### config.mk
export PLATFORM = sky130hd
export DESIGN_NAME = matrix_store_arbiter
export DESIGN_NICKNAME = d
export VERILOG_FILES = /design/src/rtl/matrix_store_arbiter_pkg.sv /design/src/rtl/matrix_store_arbiter_slot_table.sv /design/src/rtl/matrix_store_arbiter.sv
export SDC_FILE = /design/constraint.sdc
export NUM_CORES = 1
export LEC_CHECK = 0
export CELL_PAD_IN_SITES_DETAIL_PLACEMENT = 1
export CELL_PAD_IN_SITES_GLOBAL_PLACEMENT = 2
export CORE_MARGIN = 10
export CORE_UTILIZATION = 33
export CTS_CLUSTER_DIAMETER = 30
export DETAILED_ROUTE_END_ITERATION = 6
export PLACE_DENSITY_LB_ADDON = 0.1
export SLEW_MARGIN = 20
export SYNTH_ARGS = -nofsm -noshare
export SYNTH_HDL_FRONTEND = slang
export SYNTH_HIERARCHICAL = 1
export SYNTH_SLANG_ARGS = --single-unit
### constraint.sdc
create_clock -name clk -period 7.4 [get_ports clk]
set_input_delay 1.48 -clock clk [delete_from_list [all_inputs] [get_ports clk]]
set_output_delay 1.48 -clock clk [all_outputs]
set_load 0.02 [all_outputs]
### src/rtl/matrix_store_arbiter_pkg.sv
// Shared types and address helpers for the matrix storage write path.
// The slot table and the top-level arbiter both use these helpers, so they agree on the RAM layout.
package matrix_store_arbiter_pkg;

   localparam int MAX_DIM       = 5;
   localparam int SLOTS_PER_DIM = 2;
   localparam int ELEM_W        = 8;
   localparam int ADDR_W        = 11;

   typedef enum logic {SRC_IN, SRC_GEN} src_e;

   typedef enum logic [1:0] {IDLE, WRITE, COMMIT} state_e;

   function automatic int class_idx(input int m, input int n, input int max_dim);
      return (m - 1) * max_dim + (n - 1);
   endfunction

   // Each (m,n) class owns slots * max_dim^2 consecutive words; each slot owns max_dim^2 words.
   function automatic int base_addr(input int m, input int n, input int slot,
                                    input int max_dim, input int slots);
      return class_idx(m, n, max_dim) * slots * max_dim * max_dim + slot * max_dim * max_dim;
   endfunction

endpackage

### src/rtl/matrix_store_arbiter_slot_table.sv
// Per-(m,n) class bookkeeping: the next slot to overwrite and a saturating count of stored matrices.
// The table has one commit port and a combinational query port.
module matrix_slot_table #(
   parameter int  MAX_DIM       = matrix_store_arbiter_pkg::MAX_DIM,
   parameter int  SLOTS_PER_DIM = matrix_store_arbiter_pkg::SLOTS_PER_DIM,
   localparam int DIM_W         = $clog2(MAX_DIM + 1),
   localparam int NUM_CLS       = MAX_DIM * MAX_DIM,
   localparam int CLS_W         = $clog2(NUM_CLS),
   localparam int PTR_W         = (SLOTS_PER_DIM > 1) ? $clog2(SLOTS_PER_DIM) : 1,
   localparam int CNT_W         = $clog2(SLOTS_PER_DIM + 1)
) (
   input  logic             clk,
   input  logic             rst,
   input  logic             commit_en,
   input  logic [CLS_W-1:0] cls,
   output logic [PTR_W-1:0] ptr,
   input  logic [DIM_W-1:0] q_m,
   input  logic [DIM_W-1:0] q_n,
   output logic [CNT_W-1:0] q_count
);
   import matrix_store_arbiter_pkg::*;

   logic [PTR_W-1:0] wr_ptr [NUM_CLS];
   logic [CNT_W-1:0] count  [NUM_CLS];

   assign ptr = wr_ptr[cls];

   always_ff @(posedge clk) begin
      if (rst) begin
         for (int i = 0; i < NUM_CLS; i++) begin
            wr_ptr[i] <= '0;
            count[i]  <= '0;
         end
      end else if (commit_en) begin
         wr_ptr[cls] <= (wr_ptr[cls] == PTR_W'(SLOTS_PER_DIM - 1)) ? '0 : wr_ptr[cls] + 1'b1;
         if (count[cls] != CNT_W'(SLOTS_PER_DIM))
            count[cls] <= count[cls] + 1'b1;
      end
   end

   always_comb begin
      q_count = '0;
      if (q_m != '0 && q_m <= DIM_W'(MAX_DIM) && q_n != '0 && q_n <= DIM_W'(MAX_DIM))
         q_count = count[CLS_W'(class_idx(int'(q_m), int'(q_n), MAX_DIM))];
   end

endmodule

### src/rtl/matrix_store_arbiter.sv
// Round-robin write arbiter between the matrix-input path and a one-entry generator buffer.
// Each granted matrix is serialised into the single-port storage RAM one element per cycle.
module matrix_store_arbiter #(
   parameter int  MAX_DIM       = matrix_store_arbiter_pkg::MAX_DIM,
   parameter int  SLOTS_PER_DIM = matrix_store_arbiter_pkg::SLOTS_PER_DIM,
   parameter int  ELEM_W        = matrix_store_arbiter_pkg::ELEM_W,
   parameter int  ADDR_W        = matrix_store_arbiter_pkg::ADDR_W,
   localparam int DIM_W         = $clog2(MAX_DIM + 1),
   localparam int FLAT_W        = MAX_DIM * MAX_DIM * ELEM_W,
   localparam int PTR_W         = (SLOTS_PER_DIM > 1) ? $clog2(SLOTS_PER_DIM) : 1,
   localparam int CNT_W         = $clog2(SLOTS_PER_DIM + 1)
) (
   input  logic              clk,
   input  logic              rst,
   input  logic              in_req,
   input  logic [FLAT_W-1:0] in_flat,
   input  logic [DIM_W-1:0]  in_m,
   input  logic [DIM_W-1:0]  in_n,
   output logic              in_ack,
   input  logic              gen_valid,
   input  logic [FLAT_W-1:0] gen_flat,
   input  logic [DIM_W-1:0]  gen_m,
   input  logic [DIM_W-1:0]  gen_n,
   output logic              gen_overflow,
   input  logic              ovf_clr,
   output logic              mem_we,
   output logic [ADDR_W-1:0] mem_addr,
   output logic [ELEM_W-1:0] mem_wdata,
   output logic              wr_done,
   output logic              wr_reject,
   output logic [PTR_W-1:0]  wr_slot,
   output logic              busy,
   input  logic [DIM_W-1:0]  q_m,
   input  logic [DIM_W-1:0]  q_n,
   output logic [CNT_W-1:0]  q_count
);
   import matrix_store_arbiter_pkg::*;

   localparam int CLS_W = $clog2(MAX_DIM * MAX_DIM);
   localparam int K_W   = $clog2(MAX_DIM * MAX_DIM + 1);

   state_e            state, state_nxt;
   src_e              cur_src, last_grant, grant_src;
   logic [DIM_W-1:0]  cur_m, cur_n, grant_m, grant_n;
   logic [FLAT_W-1:0] cur_flat, grant_flat;
   logic [K_W-1:0]    k, mn;
   logic [CLS_W-1:0]  cur_cls;
   logic [PTR_W-1:0]  slot_ptr, wr_slot_q;
   logic              cur_reject, in_block, in_present;
   logic              grant_valid, grant_legal, commit_ok, gen_release;
   logic              gen_full;
   logic [FLAT_W-1:0] gen_buf_flat;
   logic [DIM_W-1:0]  gen_buf_m, gen_buf_n;

   assign mn          = K_W'(cur_m) * K_W'(cur_n);
   assign commit_ok   = (state == COMMIT) && !cur_reject;
   assign gen_release = (state == COMMIT) && (cur_src == SRC_GEN);
   assign wr_done     = commit_ok;
   assign wr_reject   = (state == COMMIT) && cur_reject;
   assign in_ack      = (state == COMMIT) && (cur_src == SRC_IN);
   assign wr_slot     = commit_ok ? slot_ptr : wr_slot_q;
   assign busy        = (state != IDLE);

   // in_block hides a still-high in_req for the one IDLE cycle that follows its own ack.
   always_comb begin
      in_present  = in_req && !in_block;
      grant_valid = 1'b0;
      grant_src   = SRC_IN;
      if (state == IDLE) begin
         if (in_present && gen_full) begin
            grant_valid = 1'b1;
            grant_src   = (last_grant == SRC_GEN) ? SRC_IN : SRC_GEN;
         end else if (in_present) begin
            grant_valid = 1'b1;
         end else if (gen_full) begin
            grant_valid = 1'b1;
            grant_src   = SRC_GEN;
         end
      end
      grant_m     = (grant_src == SRC_IN) ? in_m    : gen_buf_m;
      grant_n     = (grant_src == SRC_IN) ? in_n    : gen_buf_n;
      grant_flat  = (grant_src == SRC_IN) ? in_flat : gen_buf_flat;
      grant_legal = grant_m != '0 && grant_m <= DIM_W'(MAX_DIM) &&
                    grant_n != '0 && grant_n <= DIM_W'(MAX_DIM);
   end

   always_comb begin
      state_nxt = state;
      case (state)
         IDLE:    if (grant_valid) state_nxt = grant_legal ? WRITE : COMMIT;
         WRITE:   if (k == mn - K_W'(1)) state_nxt = COMMIT;
         COMMIT:  state_nxt = IDLE;
         default: state_nxt = IDLE;
      endcase
   end

   always_comb begin
      mem_we    = 1'b0;
      mem_addr  = '0;
      mem_wdata = '0;
      if (state == WRITE) begin
         mem_we    = 1'b1;
         mem_addr  = ADDR_W'(base_addr(int'(cur_m), int'(cur_n), int'(slot_ptr),
                                       MAX_DIM, SLOTS_PER_DIM) + int'(k));
         mem_wdata = cur_flat[int'(k) * ELEM_W +: ELEM_W];
      end
   end

   always_ff @(posedge clk) begin
      if (rst) begin
         state      <= IDLE;
         cur_src    <= SRC_IN;
         last_grant <= SRC_GEN;
         cur_m      <= '0;
         cur_n      <= '0;
         cur_flat   <= '0;
         cur_cls    <= '0;
         cur_reject <= 1'b0;
         k          <= '0;
         wr_slot_q  <= '0;
         in_block   <= 1'b0;
      end else begin
         state    <= state_nxt;
         in_block <= in_ack;
         if (grant_valid) begin
            cur_src    <= grant_src;
            last_grant <= grant_src;
            cur_m      <= grant_m;
            cur_n      <= grant_n;
            cur_flat   <= grant_flat;
            cur_reject <= !grant_legal;
            cur_cls    <= CLS_W'(class_idx(int'(grant_m), int'(grant_n), MAX_DIM));
            k          <= '0;
         end else if (state == WRITE) begin
            k <= k + 1'b1;
         end
         if (commit_ok)
            wr_slot_q <= slot_ptr;
      end
   end

   // A pulse arriving in the release cycle refills the buffer; an overflow beats a same-cycle clear.
   always_ff @(posedge clk) begin
      if (rst) begin
         gen_full     <= 1'b0;
         gen_buf_flat <= '0;
         gen_buf_m    <= '0;
         gen_buf_n    <= '0;
         gen_overflow <= 1'b0;
      end else begin
         if (gen_valid && (!gen_full || gen_release)) begin
            gen_full     <= 1'b1;
            gen_buf_flat <= gen_flat;
            gen_buf_m    <= gen_m;
            gen_buf_n    <= gen_n;
         end else if (gen_release) begin
            gen_full <= 1'b0;
         end
         if (gen_valid && gen_full && !gen_release)
            gen_overflow <= 1'b1;
         else if (ovf_clr)
            gen_overflow <= 1'b0;
      end
   end

   matrix_slot_table #(
      .MAX_DIM       (MAX_DIM),
      .SLOTS_PER_DIM (SLOTS_PER_DIM)
   ) u_slot_table (
      .clk       (clk),
      .rst       (rst),
      .commit_en (commit_ok),
      .cls       (cur_cls),
      .ptr       (slot_ptr),
      .q_m       (q_m),
      .q_n       (q_n),
      .q_count   (q_count)
   );

endmodule

==> run summary, run 1 <==
status: finished with violations
failing checks: negative setup slack
TNS Setup: -198.9 ps
CP max FO: 4
number of global-route vias before repair: 24660
Worst Setup EP: mem_addr[10]
fillers: 8617
total grt overflow: 0
first-pass GRT wire length: 148.1 mm
largest net degree at the start of global routing: 224
Pre-Repair DR Iteration Count: 5
CP top delay family: adder cells
CTS tree: done
final setup margin: -106.3 ps
clk_lat worst skew: 730 ps
Die X: 302.0 um
Worst slew margin: 20.33%
Reg area: 0.01152 mm2
Sink Count: 527
Post-synth EDFFs: 96
IO Count: 451
final hold vios: 0
Worst EP required: 5920 ps
dpl cell area: 0.03164 mm2
hold path depth: 2
Synth cell types: 61
share of layout cells above drive strength 1: 14.75%
Syn Nets: 3285
crit-path cells: buf_6 -> nor3_4 -> buf_6 -> xnor2_4 -> fa_2 -> ha_4 -> inv_2 -> o21bai_1 -> xor2_1 -> ha_1 -> ha_1 -> a21o_1 -> a21oi_4 -> xnor2_2 -> ha_1 -> ha_4 -> o21ai_1 -> o21bai_2 -> a21oi_4 -> xnor2_2 -> and4_4 -> xnor3_1 -> nor2_1 -> buf_4
Setup crit end kind: primary output
Placer Congestion: 0.8048
Yosys reg bits: 527
Synth Cell Area: 0.02625 mm2
initial drt markers: 1035
period utilisation layout: 101.4%
total die area: 0.09122 mm2
Clock transition at path regs: 40 ps
Overall Global Routing Usage: 20.96%
Max Freq: 133.2 MHz
Routed WL per cell: 22.19 um
maximum capacitance violations: 0
drt drc: 0
Die Ht: 302.0 um
Buf+Inv Stages, Crit Path: 4
Slowest Stage Delay on Critical Path: 490 ps
fin area: 0.03738 mm2
Mapped Cells: 2762
dpl ws: -146.1 ps
Starting Density: 33.28%
final wirelength: 97.27 mm
reg2reg end: u_slot_table/count[8][0]$_SDFFCE_PN0P_
critical path depth: 24
Setup CP Type: register to primary output
# port buffers: 450
Worst Setup SP: cur_m[1]$_SDFFE_PP0P_
DR vias/cell: 5.098
dominant synthesized flop cell: dfxtp_1
Setup Skew: 56.14 ps
reg2reg start: cur_cls[1]$_SDFFE_PP0P_
Worst Max-Slew Pin Slew: 1195 ps
Setup Viol. Count Final: 2
Seq/Total Area, Yosys: 43.85%
CTS buffer count: 145
Worst Hold Class: register to register
Area growth, synth to finish: 42.42%
Longest Clk Path Bufs: 3
Crit path arrival time: 6030 ps
H-tree Lvls: 4
unrepaired setup endpoints after global routing: true
WHS: 451.7 ps
Root Buffer: clkbuf_16
Multi-input gate area: 0.01410 mm2
Slew Limit Fails: 0
FFs w/ async S/R, synth: 0%
Tmin final: 7506 ps
post-route antenna net violation count: 0
Post-DP HPWL: 67.42 mm
r2r worst-path depth: 9
vias: 22340
Final #Nets: 3732
crit path max-delay cell type: fa_2
crit start category: register
Hold Crit Start: gen_buf_flat[51]$_SDFFE_PP0P_
Ys Warns: 6
core area: 0.07887 mm2
Avg Cell Area, Syn: 9.504 um2
post-cts hold buffer count: 0
worst reg-to-reg setup slack: 3270 ps
CP dominant cell by count: ha_1
antenna violations before repair: 15
row cnt: 103
## flip-flops by register name (all words and copies together), names as in the netlist
register and count:
cur_flat 200, cur_cls 5, cur_n 3, cur_m 3
gen_buf_flat 200, gen_overflow 1, cur_src 1, cur_reject 1
k 5, wr_slot_q 1, in_block 1, u_slot_table/wr_ptr 32
u_slot_table/count 64, gen_buf_n 3, state 2, gen_full 1
last_grant 1, gen_buf_m 3
## synth_stat cells (3+ instances only)
master | number | area share (%)
nand4_1 | 9 | 0.21
o21ai_0 | 17 | 0.32
or2_1 | 3 | 0.072
clkbuf_1 | 166 | 2.4
nand2_1 | 459 | 6.6
a21o_1 | 37 | 1.1
inv_1 | 59 | 0.84
nor4_2 | 4 | 0.19
xor2_1 | 19 | 0.63
nand3_1 | 22 | 0.42
fa_1 | 14 | 1.1
nor3_1 | 31 | 0.59
buf_6 | 3 | 0.13
a22oi_1 | 12 | 0.34
o21bai_1 | 21 | 0.60
buf_1 | 15 | 0.21
mux2i_1 | 226 | 8.6
xnor2_1 | 27 | 0.90
and3_1 | 3 | 0.072
buf_2 | 34 | 0.65
mux4_2 | 88 | 7.6
or3_1 | 6 | 0.14
dfxtp_1 | 431 | 33
edfxtp_1 | 96 | 11
nand3b_1 | 9 | 0.26
nor2b_1 | 14 | 0.33
nor2_1 | 322 | 4.6
nand2b_1 | 18 | 0.43
buf_4 | 4 | 0.11
ha_1 | 86 | 4.1
and2_1 | 4 | 0.095
a21oi_1 | 236 | 4.5
a211oi_1 | 227 | 6.5
nor4b_1 | 3 | 0.10
and3b_1 | 3 | 0.10
or2_2 | 3 | 0.072
## worst min path at each step
stage | to
after floorplan | cur_cls[2]$_SDFFE_PP0P_
after global placement | gen_buf_flat[46]$_SDFFE_PP0P_
after detailed placement | gen_buf_flat[29]$_SDFFE_PP0P_
after CTS | gen_buf_flat[127]$_SDFFE_PP0P_
after global routing | gen_buf_flat[123]$_SDFFE_PP0P_
final | gen_buf_flat[51]$_SDFFE_PP0P_
## worst register-to-register path: stages, from the launching register on
cell and delay (ps):
dfxtp_1 700, buf_4 410, mux4_2 390, a22oi_1 260, nand4_1 180, inv_1 230, ha_1 820, nor2_1 420
nand2b_1 370, nor2_1 90
## layout make-up
type / count / area share [%]
Clock inverter: 69 / 2.507
Inverter: 60 / 0.6024
Clock buffer: 197 / 11.06
Multi-Input combinational cell: 1953 / 37.73
Sequential cell: 527 / 30.82
Tap cell: 1050 / 3.514
Antenna cell: 5 / 0.03347
Timing Repair Buffer: 522 / 13.73
## cell usage in the layout, fill, tap and decap left out, types with 18 or more instances in the layout
cell / synthesis / final
o21bai_1: 21 / 19
nand3_1: 22 / 22
nand2b_1: 18 / 18
a21o_1: 37 / 37
nand2_1: 459 / 457
edfxtp_1: 96 / 96
nor3_1: 31 / 30
xnor2_1: 27 / 23
clkbuf_8: 0 / 29
mux2i_1: 226 / 226
a211oi_1: 227 / 226
clkbuf_1: 166 / 22
inv_1: 59 / 53
clkdlybuf4s50_1: 0 / 443
ha_4: 0 / 20
clkinv_2: 0 / 22
a21oi_1: 236 / 226
nor2_1: 322 / 321
dfxtp_1: 431 / 424
clkbuf_16: 0 / 146
ha_1: 86 / 65
buf_4: 4 / 64
mux4_2: 88 / 88
## timing repair
item,4_1_cts,5_1_grt
cloned,0,0
setup buffers,15,7
endpoints found under the setup margin,6,5
resized for setup,58,41
pin swaps,30,43
## kinds of logic (layout without fill, tap and decap cells)
| logic type | Yosys count | count (layout) | share of synthesized area, % |
|---|---|---|---|
| AND/OR/NAND/NOR | 923 | 923 | 14.63 |
| AO/OA/AOI/OAI | 564 | 564 | 13.89 |
| flip-flops | 527 | 527 | 43.85 |
| multiplexers | 316 | 316 | 16.25 |
| buffers and inverters | 282 | 848 | 4.338 |
| adder cells (fa/ha/maj) | 100 | 100 | 5.167 |
| XOR/XNOR | 50 | 50 | 1.859 |
| other | 0 | 5 | 0 |
## per-stage QoR
step	util [%]	cells
finish	47.40	4383
detailed placement	40.11	4089
global placement	40.11	4089
global route	47.40	4382
floorplan	-	2762
CTS	47.05	4370
## layer usage
layer	vias up	share of wire [%]	track usage, %	wire length, um
li1	10740	-	-	-
met1	10900	41	24.27	39860
met2	525	50	36.69	49080
met3	161	6.3	6.333	6087
met4	20	2.2	6.508	2122
met5	-	0.13	0	123
Power of run 1 is left out: the tool's default activity adds up to more than one toggle a clock period on the data nets, which glitch-free logic cannot reach.
==> inputs of run 2 (changes only) <==
clock period = 7.3 ns   (was 7.4 ns; I/O delays follow)
==> run summary, run 2 (synthesis gave the netlist of run 1 again) <==
crit start category: register
Longest Clk Path Bufs: 3
dpl cell area: 0.03171 mm2
CTS tree: done
placed instance count: 4101
total grt overflow: 0
maximum capacitance violations: 0
Post-DP HPWL: 67.74 mm
Setup Viol. Count Final: 2
number of global-route vias before repair: 24510
initial drt markers: 1244
reg2reg end: u_slot_table/count[8][0]$_SDFFCE_PN0P_
Die Ht: 302.0 um
worst reg-to-reg setup slack: 2970 ps
TNS Setup: -299.3 ps
hold path depth: 2
failing checks: negative setup slack
commonest non-fill, non-tap cells in the layout: 456 x nand2_1, 443 x clkdlybuf4s50_1, 425 x dfxtp_1, 320 x nor2_1, 227 x a21oi_1
period utilisation layout: 103.3%
first-pass GRT wire length: 147.5 mm
# port buffers: 450
post-route antenna net violation count: 0
Max Freq: 132.7 MHz
IO Count: 451
Setup crit end kind: primary output
Worst slew margin: 21.86%
Overall Global Routing Usage: 20.87%
Placer Congestion: 0.8190
share of layout cells above drive strength 1: 14.94%
H-tree Lvls: 4
fin area: 0.03754 mm2
Clock transition at path regs: 40 ps
Sink Count: 527
Worst EP required: 5840 ps
Worst Max-Slew Pin Slew: 1172 ps
Crit path arrival time: 6080 ps
vias: 22270
Tmin final: 7538 ps
Starting Density: 33.28%
Root Buffer: clkbuf_16
largest net degree at the start of global routing: 209
clk_lat worst skew: 720 ps
CP max FO: 3
biggest registers after layout: cur_flat x200, gen_buf_flat x200, u_slot_table/count x64
Worst Hold Class: register to register
reg2reg start: cur_cls[0]$_SDFFE_PP0P_
Hold Crit Start: gen_buf_flat[178]$_SDFFE_PP0P_
CP dominant cell by count: ha_1
unrepaired setup endpoints after global routing: true
Pre-Repair DR Iteration Count: 4
Hold EP: gen_buf_flat[178]$_SDFFE_PP0P_
final wirelength: 97.18 mm
final setup margin: -237.5 ps
Slew Limit Fails: 0
DR vias/cell: 5.073
commonest non-fill, non-tap cell in the layout: nand2_1
Final #Nets: 3742
Slowest Stage Delay on Critical Path: 360 ps
final hold vios: 0
post-cts hold buffer count: 0
core area: 0.07887 mm2
Die X: 302.0 um
non-filler instance count after layout: 4390
total die area: 0.09122 mm2
Setup CP Type: register to primary output
row cnt: 103
status: finished with violations
antenna violations before repair: 15
Setup Skew: 32.79 ps
crit path max-delay cell type: ha_1
Area growth, synth to finish: 43.02%
Routed WL per cell: 22.14 um
drt drc: 0
CTS buffer count: 145
r2r worst-path depth: 8
[run 2: cell count changes in the layout (fill, tap and decap cells not counted), moves of 3 or more]
| cell | delta |
|---|---|
| bufinv_16 | +7 |
| ha_4 | -3 |
| inv_6 | -3 |
| clkinv_1 | -5 |
| clkbuf_8 | -6 |
| xor2_2 | +3 |
| buf_4 | +10 |
| clkbuf_1 | +4 |
[run 2: area by class of cell]
| cell class | instances | area, um2 |
|---|---|---|
| Clock buffer | 195 | 4068 |
| Antenna cell | 6 | 15.01 |
| Tap cell | 1050 | 1314 |
| Fill cell | 8634 | 41330 |
| Sequential cell | 527 | 11520 |
| Clock inverter | 67 | 1135 |
| Multi-Input combinational cell | 1953 | 14060 |
| Inverter | 60 | 225.2 |
| Timing Repair Buffer | 532 | 5202 |
[run 2: worst max-delay path by stage]
| stage | startpoint | endpoint | slack (ps) | cells after the start |
|---|---|---|---|---|
| after global placement | cur_m[0]$_SDFFE_PP0P_ | mem_addr[10] | -90 | 24 |
| after detailed placement | cur_m[0]$_SDFFE_PP0P_ | mem_addr[10] | -330 | 23 |
| final | cur_m[0]$_SDFFE_PP0P_ | mem_addr[10] | -240 | 25 |
| after global routing | cur_m[0]$_SDFFE_PP0P_ | mem_addr[10] | -530 | 25 |
| after CTS | cur_m[0]$_SDFFE_PP0P_ | mem_addr[10] | -190 | 24 |
| after floorplan | cur_m[0]$_SDFFE_PP0P_ | mem_addr[10] | 450 | 21 |
[run 2: metal layers]
layer	vias to the layer above	GRT usage, %	share of wire [%]
met5	-	0	0.14
met4	20	6.555	2.0
met3	147	5.933	5.7
met2	480	36.75	51
met1	10880	24.19	41
li1	10740	-	-
[run 2: repair_timing]
action | in CTS | in global routing
buffers inserted | 14 | 7
cloned | 0 | 0
pin swaps | 22 | 19
gates resized for setup | 72 | 32
endpoints found under the setup margin | 7 | 7
[run 2: through the flow]
| step | worst slack (ps) | hold WS (ps) | util, % |
|---|---|---|---|
| detailed placement | -325.2 | 446.3 | 40.21 |
| CTS | -186.2 | 451.5 | 47.29 |
| finish | -237.5 | 450.6 | 47.60 |
| global route | -529.5 | 469.3 | 47.59 |
| floorplan | 449.6 | 435.1 | - |
| global placement | -93.10 | 441.4 | 40.21 |
[run 2: worst max-delay path, delay by kind of cell, from the launching register on]
kind,cells,cell delay (ps)
compound gates,8,1300
xor+xnor,5,920
fa+ha+maj,8,2170
buf+inv,2,200
flops,1,340
simple gates,2,430
Power of run 2 is left out for the same reason.
==> inputs of run 3 (changes only) <==
CTS_CLUSTER_SIZE = 28   (was unset)
SLEW_MARGIN = unset   (was 20)
==> results of run 3 <==
The final DEF is identical to that of run 2; final timing and power are the same.
Power of run 3 is left out for the same reason.
